<file path="config.mk">
export PLATFORM = sky130hd
export DESIGN_NAME = axi_error_log_flat
export DESIGN_NICKNAME = d
export VERILOG_FILES = /design/src/rtl/axi_error_log_if.sv /design/src/rtl/axi_error_log.sv /design/src/flat_wrapper.sv
export SDC_FILE = /design/constraint.sdc
export NUM_CORES = 2
export LEC_CHECK = 0
export CORE_AREA = 2 2 868 784
export DETAILED_ROUTE_END_ITERATION = 10
export DIE_AREA = 0 0 870 786
export GPL_ROUTABILITY_DRIVEN = 1
export HOLD_SLACK_MARGIN = 0.12
export SLEW_MARGIN = 20
export SYNTH_ARGS = -nofsm -noshare
export SYNTH_HDL_FRONTEND = slang
export SYNTH_MEMORY_MAX_BITS = 65536
export SYNTH_SLANG_ARGS = --single-unit
</file>
<file path="constraint.sdc">
create_clock -name clk -period 86.3 [get_ports clk]
set_input_delay 25.89 -clock clk [delete_from_list [all_inputs] [get_ports clk]]
set_output_delay 25.89 -clock clk [all_outputs]
set_load 0.005 [all_outputs]
</file>
<file path="src/rtl/axi_error_log_if.sv">
// AXI4-Lite register-bus bundle between the host and the error log.
// The host side drives requests (master); the error log answers them (slave).
interface axi_error_log_if;
   logic [31:0] S_AXI_AWADDR;
   logic        S_AXI_AWVALID;
   logic        S_AXI_AWREADY;
   logic [2:0]  S_AXI_AWPROT;
   logic [31:0] S_AXI_WDATA;
   logic [3:0]  S_AXI_WSTRB;
   logic        S_AXI_WVALID;
   logic        S_AXI_WREADY;
   logic [1:0]  S_AXI_BRESP;
   logic        S_AXI_BVALID;
   logic        S_AXI_BREADY;
   logic [31:0] S_AXI_ARADDR;
   logic        S_AXI_ARVALID;
   logic [2:0]  S_AXI_ARPROT;
   logic        S_AXI_ARREADY;
   logic [31:0] S_AXI_RDATA;
   logic [1:0]  S_AXI_RRESP;
   logic        S_AXI_RVALID;
   logic        S_AXI_RREADY;

   modport master (
      output S_AXI_AWADDR, S_AXI_AWVALID, S_AXI_AWPROT,
      output S_AXI_WDATA, S_AXI_WSTRB, S_AXI_WVALID,
      output S_AXI_BREADY,
      output S_AXI_ARADDR, S_AXI_ARVALID, S_AXI_ARPROT,
      output S_AXI_RREADY,
      input  S_AXI_AWREADY, S_AXI_WREADY, S_AXI_BRESP, S_AXI_BVALID,
      input  S_AXI_ARREADY, S_AXI_RDATA, S_AXI_RRESP, S_AXI_RVALID
   );

   modport slave (
      input  S_AXI_AWADDR, S_AXI_AWVALID, S_AXI_AWPROT,
      input  S_AXI_WDATA, S_AXI_WSTRB, S_AXI_WVALID,
      input  S_AXI_BREADY,
      input  S_AXI_ARADDR, S_AXI_ARVALID, S_AXI_ARPROT,
      input  S_AXI_RREADY,
      output S_AXI_AWREADY, S_AXI_WREADY, S_AXI_BRESP, S_AXI_BVALID,
      output S_AXI_ARREADY, S_AXI_RDATA, S_AXI_RRESP, S_AXI_RVALID
   );
endinterface

</file>
<file path="src/rtl/axi_error_log.sv">
// Error-record queue, 64-bit event counters and interrupt behind an AXI4-Lite slave.
// Writes act on the AW/W cycle, read data is registered one cycle after AR; one transaction per channel, B/R hold until ready.
module axi_error_log #(
   parameter int ERR_WIDTH  = 18,
   parameter int DATA_WORDS = 16,
   parameter int FIFO_DEPTH = 8,
   parameter int NUM_CTRS   = 4
) (
   input  logic                     clk,
   input  logic                     reset,
   input  logic                     error_valid,
   input  logic [ERR_WIDTH-1:0]     error_code,
   input  logic [32*DATA_WORDS-1:0] error_data,
   input  logic [NUM_CTRS-1:0]      ctr_inc,
   output logic                     irq,
   axi_error_log_if.slave           s_axi
);
   localparam int               PTR_W       = $clog2(FIFO_DEPTH);
   localparam int               CNT_W       = PTR_W + 1;
   localparam logic [CNT_W-1:0] DEPTH_C     = CNT_W'(FIFO_DEPTH);
   localparam logic [1:0]       RESP_OKAY   = 2'b00;
   localparam logic [1:0]       RESP_SLVERR = 2'b10;
   localparam logic [1:0]       RESP_DECERR = 2'b11;

   typedef struct packed {
      logic [ERR_WIDTH-1:0]     code;
      logic [32*DATA_WORDS-1:0] data;
   } rec_t;

   rec_t             mem_q [FIFO_DEPTH];
   logic [PTR_W-1:0] wr_ptr_q, wr_ptr_d, rd_ptr_q, rd_ptr_d;
   logic [CNT_W-1:0] count_q, count_d;
   logic             ovf_q, ovf_d;
   logic [31:0]      dropped_q, dropped_d;
   logic             irq_en_q, irq_en_d, irq_q, irq_d;
   logic [63:0]      ctr_q [NUM_CTRS];
   logic [63:0]      ctr_d [NUM_CTRS];
   logic [63:0]      shadow_q, shadow_d;
   logic             bvalid_q, bvalid_d;
   logic [1:0]       bresp_q, bresp_d, wr_resp;
   logic             rvalid_q, rvalid_d;
   logic [31:0]      rdata_q, rdata_d, rd_word;
   logic [1:0]       rresp_q, rresp_d, rd_resp;
   logic             wr_hs, rd_hs, ctl_wr, push, pop, drop;
   logic [7:0]       wr_idx, rd_idx;
   rec_t             head;
   logic             unused_ok;

   function automatic logic is_mapped(input logic [7:0] idx);
      return (idx <= 8'd5) ||
             (idx >= 8'd8 && idx < 8'(8 + 2*NUM_CTRS)) ||
             (idx >= 8'd64 && idx < 8'(64 + DATA_WORDS));
   endfunction

   assign wr_idx = s_axi.S_AXI_AWADDR[9:2];
   assign rd_idx = s_axi.S_AXI_ARADDR[9:2];
   assign wr_hs  = s_axi.S_AXI_AWVALID & s_axi.S_AXI_WVALID & ~bvalid_q & ~reset;
   assign rd_hs  = s_axi.S_AXI_ARVALID & ~rvalid_q & ~reset;
   assign ctl_wr = wr_hs && (wr_idx == 8'd2);
   assign pop    = ctl_wr && s_axi.S_AXI_WDATA[0] && (count_q != '0);
   // A pop in the same cycle frees the slot a full queue would otherwise refuse.
   assign push   = error_valid && ((count_q < DEPTH_C) || pop);
   assign drop   = error_valid && !push;
   assign head   = mem_q[rd_ptr_q];

   assign s_axi.S_AXI_AWREADY = wr_hs;
   assign s_axi.S_AXI_WREADY  = wr_hs;
   assign s_axi.S_AXI_BVALID  = bvalid_q;
   assign s_axi.S_AXI_BRESP   = bresp_q;
   assign s_axi.S_AXI_ARREADY = ~rvalid_q & ~reset;
   assign s_axi.S_AXI_RVALID  = rvalid_q;
   assign s_axi.S_AXI_RDATA   = rdata_q;
   assign s_axi.S_AXI_RRESP   = rresp_q;
   assign irq                 = irq_q;

   assign unused_ok = ^{s_axi.S_AXI_AWADDR[31:10], s_axi.S_AXI_AWADDR[1:0],
                        s_axi.S_AXI_ARADDR[31:10], s_axi.S_AXI_ARADDR[1:0],
                        s_axi.S_AXI_AWPROT, s_axi.S_AXI_ARPROT,
                        s_axi.S_AXI_WSTRB, s_axi.S_AXI_WDATA[31:3]};

   always_comb begin
      wr_resp = RESP_DECERR;
      if (wr_idx == 8'd2 || wr_idx == 8'd3) wr_resp = RESP_OKAY;
      else if (is_mapped(wr_idx))           wr_resp = RESP_SLVERR;
   end

   always_comb begin
      wr_ptr_d  = wr_ptr_q;
      rd_ptr_d  = rd_ptr_q;
      count_d   = count_q;
      ovf_d     = ovf_q;
      dropped_d = dropped_q;
      irq_en_d  = irq_en_q;
      bvalid_d  = bvalid_q;
      bresp_d   = bresp_q;
      if (push) wr_ptr_d = wr_ptr_q + PTR_W'(1);
      if (pop)  rd_ptr_d = rd_ptr_q + PTR_W'(1);
      case ({push, pop})
         2'b10:   count_d = count_q + CNT_W'(1);
         2'b01:   count_d = count_q - CNT_W'(1);
         default: count_d = count_q;
      endcase
      // Clear is applied first so a simultaneous drop leaves overflow=1, dropped=1.
      if (ctl_wr && s_axi.S_AXI_WDATA[1]) begin
         ovf_d     = 1'b0;
         dropped_d = '0;
      end
      if (drop) begin
         ovf_d = 1'b1;
         if (dropped_d != 32'hFFFF_FFFF) dropped_d = dropped_d + 32'd1;
      end
      for (int i = 0; i < NUM_CTRS; i++) begin
         ctr_d[i] = ctr_q[i] + 64'(ctr_inc[i]);
         if (ctl_wr && s_axi.S_AXI_WDATA[2]) ctr_d[i] = '0;
      end
      if (wr_hs && wr_idx == 8'd3) irq_en_d = s_axi.S_AXI_WDATA[0];
      irq_d = irq_en_q & ((count_q != '0) | ovf_q);
      if (wr_hs) begin
         bvalid_d = 1'b1;
         bresp_d  = wr_resp;
      end else if (bvalid_q && s_axi.S_AXI_BREADY) begin
         bvalid_d = 1'b0;
      end
   end

   always_comb begin
      rd_word  = '0;
      rd_resp  = is_mapped(rd_idx) ? RESP_OKAY : RESP_DECERR;
      shadow_d = shadow_q;
      case (rd_idx)
         8'd0:    rd_word = {8'(FIFO_DEPTH - 1), 8'(DATA_WORDS), 8'(NUM_CTRS), 8'h02};
         8'd1:    rd_word = {15'd0, ovf_q, 16'(count_q)};
         8'd3:    rd_word = {31'd0, irq_en_q};
         8'd4:    rd_word = dropped_q;
         8'd5:    rd_word = (count_q != '0) ? 32'(head.code) : 32'd0;
         default: rd_word = '0;
      endcase
      // The high read snapshots the whole counter so the later low read is coherent.
      for (int i = 0; i < NUM_CTRS; i++) begin
         if (rd_idx == 8'(8 + 2*i)) begin
            rd_word = ctr_q[i][63:32];
            if (rd_hs) shadow_d = ctr_q[i];
         end
         if (rd_idx == 8'(9 + 2*i)) rd_word = shadow_q[31:0];
      end
      for (int k = 0; k < DATA_WORDS; k++) begin
         if (rd_idx == 8'(64 + k) && count_q != '0)
            rd_word = head.data[(DATA_WORDS-1-k)*32 +: 32];
      end
      rvalid_d = rvalid_q;
      rdata_d  = rdata_q;
      rresp_d  = rresp_q;
      if (rd_hs) begin
         rvalid_d = 1'b1;
         rdata_d  = rd_word;
         rresp_d  = rd_resp;
      end else if (rvalid_q && s_axi.S_AXI_RREADY) begin
         rvalid_d = 1'b0;
      end
   end

   always_ff @(posedge clk) begin
      if (push) mem_q[wr_ptr_q] <= '{code: error_code, data: error_data};
   end

   always_ff @(posedge clk) begin
      if (reset) begin
         wr_ptr_q  <= '0;
         rd_ptr_q  <= '0;
         count_q   <= '0;
         ovf_q     <= 1'b0;
         dropped_q <= '0;
         irq_en_q  <= 1'b0;
         irq_q     <= 1'b0;
         shadow_q  <= '0;
         bvalid_q  <= 1'b0;
         bresp_q   <= '0;
         rvalid_q  <= 1'b0;
         rdata_q   <= '0;
         rresp_q   <= '0;
         for (int i = 0; i < NUM_CTRS; i++) ctr_q[i] <= '0;
      end else begin
         wr_ptr_q  <= wr_ptr_d;
         rd_ptr_q  <= rd_ptr_d;
         count_q   <= count_d;
         ovf_q     <= ovf_d;
         dropped_q <= dropped_d;
         irq_en_q  <= irq_en_d;
         irq_q     <= irq_d;
         shadow_q  <= shadow_d;
         bvalid_q  <= bvalid_d;
         bresp_q   <= bresp_d;
         rvalid_q  <= rvalid_d;
         rdata_q   <= rdata_d;
         rresp_q   <= rresp_d;
         for (int i = 0; i < NUM_CTRS; i++) ctr_q[i] <= ctr_d[i];
      end
   end
endmodule

</file>
<file path="src/flat_wrapper.sv">
// flat-port wrapper written by rule: the top's interface ports become plain ports
module axi_error_log_flat 
#(
   parameter int ERR_WIDTH  = 18,
   parameter int DATA_WORDS = 16,
   parameter int FIFO_DEPTH = 8,
   parameter int NUM_CTRS   = 4
)
  (clk, reset, error_valid, error_code, error_data, ctr_inc, irq, s_axi_S_AXI_AWADDR, s_axi_S_AXI_AWVALID, s_axi_S_AXI_AWPROT, s_axi_S_AXI_WDATA, s_axi_S_AXI_WSTRB, s_axi_S_AXI_WVALID, s_axi_S_AXI_BREADY, s_axi_S_AXI_ARADDR, s_axi_S_AXI_ARVALID, s_axi_S_AXI_ARPROT, s_axi_S_AXI_RREADY, s_axi_S_AXI_AWREADY, s_axi_S_AXI_WREADY, s_axi_S_AXI_BRESP, s_axi_S_AXI_BVALID, s_axi_S_AXI_ARREADY, s_axi_S_AXI_RDATA, s_axi_S_AXI_RRESP, s_axi_S_AXI_RVALID);
  axi_error_log_if s_axi_i ();
  input  logic clk;
  input  logic reset;
  input  logic error_valid;
  input  logic [ERR_WIDTH-1:0] error_code;
  input  logic [32*DATA_WORDS-1:0] error_data;
  input  logic [NUM_CTRS-1:0] ctr_inc;
  output logic irq;
  input wire logic [$bits(s_axi_i.S_AXI_AWADDR)-1:0] s_axi_S_AXI_AWADDR;
  input wire logic [$bits(s_axi_i.S_AXI_AWVALID)-1:0] s_axi_S_AXI_AWVALID;
  input wire logic [$bits(s_axi_i.S_AXI_AWPROT)-1:0] s_axi_S_AXI_AWPROT;
  input wire logic [$bits(s_axi_i.S_AXI_WDATA)-1:0] s_axi_S_AXI_WDATA;
  input wire logic [$bits(s_axi_i.S_AXI_WSTRB)-1:0] s_axi_S_AXI_WSTRB;
  input wire logic [$bits(s_axi_i.S_AXI_WVALID)-1:0] s_axi_S_AXI_WVALID;
  input wire logic [$bits(s_axi_i.S_AXI_BREADY)-1:0] s_axi_S_AXI_BREADY;
  input wire logic [$bits(s_axi_i.S_AXI_ARADDR)-1:0] s_axi_S_AXI_ARADDR;
  input wire logic [$bits(s_axi_i.S_AXI_ARVALID)-1:0] s_axi_S_AXI_ARVALID;
  input wire logic [$bits(s_axi_i.S_AXI_ARPROT)-1:0] s_axi_S_AXI_ARPROT;
  input wire logic [$bits(s_axi_i.S_AXI_RREADY)-1:0] s_axi_S_AXI_RREADY;
  output wire logic [$bits(s_axi_i.S_AXI_AWREADY)-1:0] s_axi_S_AXI_AWREADY;
  output wire logic [$bits(s_axi_i.S_AXI_WREADY)-1:0] s_axi_S_AXI_WREADY;
  output wire logic [$bits(s_axi_i.S_AXI_BRESP)-1:0] s_axi_S_AXI_BRESP;
  output wire logic [$bits(s_axi_i.S_AXI_BVALID)-1:0] s_axi_S_AXI_BVALID;
  output wire logic [$bits(s_axi_i.S_AXI_ARREADY)-1:0] s_axi_S_AXI_ARREADY;
  output wire logic [$bits(s_axi_i.S_AXI_RDATA)-1:0] s_axi_S_AXI_RDATA;
  output wire logic [$bits(s_axi_i.S_AXI_RRESP)-1:0] s_axi_S_AXI_RRESP;
  output wire logic [$bits(s_axi_i.S_AXI_RVALID)-1:0] s_axi_S_AXI_RVALID;
  assign s_axi_i.S_AXI_AWADDR = s_axi_S_AXI_AWADDR;
  assign s_axi_i.S_AXI_AWVALID = s_axi_S_AXI_AWVALID;
  assign s_axi_i.S_AXI_AWPROT = s_axi_S_AXI_AWPROT;
  assign s_axi_i.S_AXI_WDATA = s_axi_S_AXI_WDATA;
  assign s_axi_i.S_AXI_WSTRB = s_axi_S_AXI_WSTRB;
  assign s_axi_i.S_AXI_WVALID = s_axi_S_AXI_WVALID;
  assign s_axi_i.S_AXI_BREADY = s_axi_S_AXI_BREADY;
  assign s_axi_i.S_AXI_ARADDR = s_axi_S_AXI_ARADDR;
  assign s_axi_i.S_AXI_ARVALID = s_axi_S_AXI_ARVALID;
  assign s_axi_i.S_AXI_ARPROT = s_axi_S_AXI_ARPROT;
  assign s_axi_i.S_AXI_RREADY = s_axi_S_AXI_RREADY;
  assign s_axi_S_AXI_AWREADY = s_axi_i.S_AXI_AWREADY;
  assign s_axi_S_AXI_WREADY = s_axi_i.S_AXI_WREADY;
  assign s_axi_S_AXI_BRESP = s_axi_i.S_AXI_BRESP;
  assign s_axi_S_AXI_BVALID = s_axi_i.S_AXI_BVALID;
  assign s_axi_S_AXI_ARREADY = s_axi_i.S_AXI_ARREADY;
  assign s_axi_S_AXI_RDATA = s_axi_i.S_AXI_RDATA;
  assign s_axi_S_AXI_RRESP = s_axi_i.S_AXI_RRESP;
  assign s_axi_S_AXI_RVALID = s_axi_i.S_AXI_RVALID;
  axi_error_log #(.ERR_WIDTH(ERR_WIDTH), .DATA_WORDS(DATA_WORDS), .FIFO_DEPTH(FIFO_DEPTH), .NUM_CTRS(NUM_CTRS)) u_core (.clk(clk), .reset(reset), .error_valid(error_valid), .error_code(error_code), .error_data(error_data), .ctr_inc(ctr_inc), .irq(irq), .s_axi(s_axi_i));
endmodule
</file>
======== Word level (Yosys, flattened, before mapping) ========
Memories as Yosys holds them, arrays and structs flattened. A register that Yosys moved wholly into a read port is not among the register bits.
Index checks and enable logic that the tools add are counted.
word-level totals
  word-level logic and storage cells ...... 188
  register bits after elaboration ......... 147
  memory bits (writable) .................. 4496
  output and inout bits ................... 42
  input bits .............................. 648
  memories kept ........................... 2
operators by class
  reduce and logical (&&, ||, !) cells .... 43
  bitwise operators ....................... 15
  order comparisons ....................... 11
  mux-type cells .......................... 62
  add/sub/neg operators ................... 9
  equal/unequal tests ..................... 33
memories
  memory        words  bits a word  rd ports  clocked after Yosys merged registers in  write ports  RTL line             RTL
  u_core.mem_q  8      530          1         1                                        1            axi_error_log.sv:30  rec_t mem_q [FIFO_DEPTH];
  u_core.ctr_q  4      64           4         0                                        4            axi_error_log.sv:36  logic [63:0] ctr_q [NUM_CTRS];
operators with widths
  operator                                                                              count
  64-bit two-way mux                                                                    16
  32-bit two-way mux                                                                    27
  64-bit by 1-bit adder with 64-bit output                                              4
  32-bit one-hot mux with 5 select lines                                                1
  8-bit by 7-bit == test with 1-bit output (second input constant)                      16
  8-bit by 4-bit == test with 1-bit output (second input constant)                      8
  32-bit by 1-bit adder with 32-bit output (second input constant)                      1
  32-bit != test (second input constant)                                                1
  1-bit logical AND                                                                     30
  8-bit by 2-bit == test with 1-bit output (second input constant)                      3
  18-bit two-way mux                                                                    1
  8-bit by 3-bit == test with 1-bit output (second input constant)                      2
  8-bit by 4-bit greater-or-equal comparator with 1-bit output (second input constant)  2
  8-bit by 7-bit greater-or-equal comparator with 1-bit output (second input constant)  2
  8-bit by 3-bit <= comparator with 1-bit output (second input constant)                2
  8-bit by 5-bit less-than comparator with 1-bit output (second input constant)         2
  8-bit by 7-bit less-than comparator with 1-bit output (second input constant)         2
  1-bit two-way mux                                                                     12
  8-bit by 1-bit == test with 1-bit output (second input constant)                      1
  8-bit zero test                                                                       1
  4-bit one-hot mux with 2 select lines                                                 1
  2-bit nonzero test                                                                    4
  1-bit AND                                                                             7
  3-bit by 1-bit adder with 3-bit output (second input constant)                        2
  12 further kinds                                                                      25

======== Depth between registers and ports, before layout ========
  word-level depth ........................ 27
  mapped depth ............................ 14
  depth with buffers taken out ............ 11

======== Worst setup path after synthesis ========
Ideal clock, no wire load.
  path kind ............................... input-to-reg
  from .................................... input port s_axi_S_AXI_AWADDR[7]
  to ...................................... memory u_core.mem_q[0][0] in the netlist's numbering, enable pin
  slack ................................... 6523 ps
  setup time .............................. 2728 ps
  stages on the path ...................... 5
  arrival time ............................ 77048 ps
  buffers on the path ..................... 0
  data required time ...................... 83572 ps
  cell sequence ........................... nor3_1 nand3_1 nor4_2 o21ai_1 nor4_1
on the way
  longest elaborated chain between the ends .. 8
RTL lines
  element                                   RTL line              RTL
  start: declaration                        flat_wrapper.sv:18    input wire logic [$bits(s_axi_i.S_AXI_AWADDR)-1:0] s_axi_S_AXI_AWADDR;
  8-bit by 2-bit == test with 1-bit output  axi_error_log.sv:59   assign ctl_wr = wr_hs && (wr_idx == 8'd2);
  1-bit logical AND                         axi_error_log.sv:59
  1-bit logical AND (2 in series)           axi_error_log.sv:60   assign pop = ctl_wr && s_axi.S_AXI_WDATA[0] && (count_q != '0);
  named net u_core.pop                      axi_error_log.sv:44   logic wr_hs, rd_hs, ctl_wr, push, pop, drop;
  1-bit logical OR                          axi_error_log.sv:62   assign push = error_valid && ((count_q < DEPTH_C) || pop);
  1-bit logical AND                         axi_error_log.sv:62
  1-bit two-way mux                         axi_error_log.sv:163  if (push) mem_q[wr_ptr_q] <= '{code: error_code, data: error_data};
  1-bit two-way mux (not written as such)   axi_error_log.sv:163
  end: declaration                          axi_error_log.sv:30
The timed path passes the listed nets, and every way through them passes these cells.

======== Worst setup path after layout ========
  from .................................... input port reset
  to ...................................... output port s_axi_S_AXI_WREADY
on the way
  longest elaborated chain between the ends .. 2
RTL lines
  element             RTL line             RTL
  start: declaration  flat_wrapper.sv:12   input logic reset;
  1-bit inverter      axi_error_log.sv:57  assign wr_hs = s_axi.S_AXI_AWVALID & s_axi.S_AXI_WVALID & ~bvalid_q & ~reset;
  1-bit AND           axi_error_log.sv:57
  end: declaration    flat_wrapper.sv:30   output wire logic [$bits(s_axi_i.S_AXI_WREADY)-1:0] s_axi_S_AXI_WREADY;
Every way passes these cells.

==> results by group <==
Status
  – Outcome: complete, no violations

Worst hold path
  – Worst hold-check path type: register to register

Yosys
  – #FFs+latches synth: 4613
  – Largest family of logic cells by synthesized area: multiplexers
  – Top cells by area, synth: edfxtp_1, mux4_2, dfxtp_1
  – Synth top area share: between 70 and 80%
  – Most frequent cells after synthesis: edfxtp_1, mux4_2, mux2i_1
  – Post-synth EDFFs: between 4000 and 5000
  – Yosys top cell by area: edfxtp_1
  – XOR/XNOR Fraction of Synth Area: 1.171%
  – Mapped Cells: 9239
  – Cell with the most instances after synthesis: edfxtp_1
  – Ys Warns: 0
  – Unique masters post-synth: 92
  – Simple-Gate Fraction of Synth Area: under 10%
  – Main flop type after synthesis: edfxtp_1
  – Syn Nets: 9902
  – Adder-cell area share of the yosys netlist: 0.1074%
  – Multiplexer share of the synthesized area: between 10% and 20%
  – Mapped Area: 181800 um2
  – Ys async rst share: 0%
  – Syn Area/Cell: 19.67 um2
  – Compound-Gate Fraction of Synth Area: under 10%
  – Sequential area share after synthesis: 74.15%

Die
  – # rows: 287
  – Chip height: 786 um
  – Initial Util: 26.91%
  – I/O Pins: 690
  – Die width: 870 um
  – Core Region: between 600000 and 700000 um2
  – DIE AREA: 683800 um2

Global routing
  – Antenna violations before repair: around 360
  – Gr usage total: 16.64%
  – Vias in the first global route: 92630
  – Pin count of the biggest net entering global routing: 120
  – First-pass GRT wire length: 798600 um
  – Remaining Overflow, GRT: 0

Cells and area
  – Design Area, Final: 214300 um2
  – Area growth syn-to-layout: 17.88%
  – Fillers: around 64000
  – Final cell count without fillers: 19550
  – Share of cells above drive strength 1: 20.87%
  – Final nets: 10740

Placed design
  – Port bufs: ~600
  – Placed insts: 18570
  – RD Place Congestion: 0.9290
  – Pre-CTS WS: 32900 ps
  – Post-DP HPWL: between 300000 and 400000 um
  – Cell area after placement: 199000 um2

STA
  – RSZ-0062 raised after global routing: false
  – F_max: ~19 MHz
  – Slew Limit Fails: 0
  – Fin Setup TNS: 0 ps
  – Clk_skew: ~150 ps
  – Worst-margin pin slew: 1318 ps
  – Final setup margin: 32940 ps
  – Fin. Hold Viols: 0
  – Slew HR: 11.62%
  – Final Setup Violations: 0
  – Fin crit share: 61.83%
  – Min Tclk post-route: 53360 ps

Worst setup path
  – Crit start category: primary input
  – CP Capture Type: output pin
  – Worst-path fanout max: 65
  – CP Data Arrival Time: 27470 ps
  – Crit-path slowest cell: clkdlybuf4s50_1
  – Cell Chain, Critical Path: buf_2 -> buf_4 -> nor4bb_2 -> buf_4 -> clkdlybuf4s50_1
  – Worst endpoint required time: 60410 ps
  – Critical path class: primary input to output pin
  – Most numerous cell on the critical path: buf_4
  – Slowest stage delay, CP: 530 ps

Detailed routing
  – DRC: 0
  – Total Wirelength: ~600000 um
  – Vias: 96520
  – Starting DRT DRC Count: 12440
  – Drt first pass iters: 8
  – Routed WL per cell: 30.39 um
  – Via density per instance: 4.937
  – DRT antenna net count: 0

Clocking
  – Clk slew on worst S/H paths: ~60 ps
  – Clock Tree Buf Depth: 4
  – CTS tree: built
  – Clk root buf: clkbuf_16
  – # H-tree levels: 5
  – Post-CTS sizing: 0
  – Post-CTS Setup Bufs: 0
  – CTS Hold Bufs: 0
  – Clk_lat worst skew: 1070 ps
  – CTS Sinks: 4613
  – CTS Buf Count: 472

Power and ir drop
  – Leakage power: between 0.06 and 0.07 uW
  – Power density over the cells: 21.79 nW/um2
  – Max VDD drop: roughly 0.023 mV

Run
  – Maxcap violations: 0
## cell type report
class | count | area [um2] | area share, %
antenna | 108 | 270.3 | 0.1261
clock buffer | 632 | 12680 | 5.920
clock inverter | 243 | 2365 | 1.104
inverter | 42 | 157.7 | 0.07357
multi-input combinational | 4075 | 44520 | 20.78
sequential | 4613 | 134800 | 62.91
tap | 8959 | 11210 | 5.231
timing repair buffer | 877 | 8278 | 3.863
## stage by stage
stage | utilization [%] | total power (uW) | hold slack [ps]
2_1_floorplan | - | 2685 | 443.0
6_report | 31.72 | 4670 | 483.6
4_1_cts | 31.68 | 4705 | 480.8
5_1_grt | 31.69 | 4802 | 502.7
3_5_place_dp | 29.45 | 2727 | 461.7
3_3_place_gp | 29.45 | 2722 | 452.8
## final timing paths
path,start,endpoint,slack (ps),cells after the start
hold reg to reg,u_core.ctr_q[1][40],u_core.ctr_q[1][40],480,2
setup / recovery,reset,s_axi_S_AXI_WREADY,32940,5
setup reg to reg,register,u_core.s_axi.S_AXI_RDATA[6],78370,13
hold / removal,u_core.ctr_q[1][40],u_core.ctr_q[1][40],480,2
## cell families (layout without fill, tap and decap cells)
family | after synthesis | after routing
AOI/OAI and AO/OA | 935 | 935
and+or+nand+nor | 1263 | 1263
buffers and inverters | 551 | 1794
other | 0 | 108
muxes | 1619 | 1619
xor gates and xnor gates | 243 | 243
adders and majority gates | 15 | 15
DFF | 4613 | 4613
## layout by cell type (no fill, tap or decap), types with 156 or more instances in the layout
master           count
o21ai_0            222
dfxtp_1            370
buf_4              260
mux4_2            1061
xor2_1             156
nand2_1            225
nor2_1             441
a21oi_1            273
clkdlybuf4s50_1    599
mux2i_1            458
edfxtp_1          4240
clkbuf_16          474
## report_power, final
part / total [uW] / switching, uW / internal [uW]
logic: 175 / 116 / 59.1
clock network: 1990 / 876 / 1110
registers: 2500 / 11.1 / 2490
## state kept, by name, indices dropped and copies added, names as in the netlist, named ones only
register / flops
u_core.s_axi.S_AXI_BVALID: 1
u_core.irq: 1
u_core.dropped_q: 32
u_core.irq_en_q: 1
u_core.shadow_q: 32
u_core.s_axi.S_AXI_BRESP: 2
u_core.count_q: 4
u_core.s_axi.S_AXI_RVALID: 1
u_core.s_axi.S_AXI_RDATA: 32
u_core.mem_q: 4240
u_core.ctr_q: 256
u_core.s_axi.S_AXI_RRESP: 1
u_core.rd_ptr_q: 3
u_core.ovf_q: 1
u_core.wr_ptr_q: 3
## critical path: cells and delay by family
| family | cells | cell delay [ps] |
|---|---|---|
| buffers and inverters | 4 | 1210 |
| AND/OR/NAND/NOR | 1 | 360 |
## metal layers
layer,part of all wire (%),GRT usage [%]
met3,9.2,4.643
met5,0.15,0
met2,45,25.54
met1,41,22.33
met4,4.9,6.757
(Power assumes the default switching activity.)
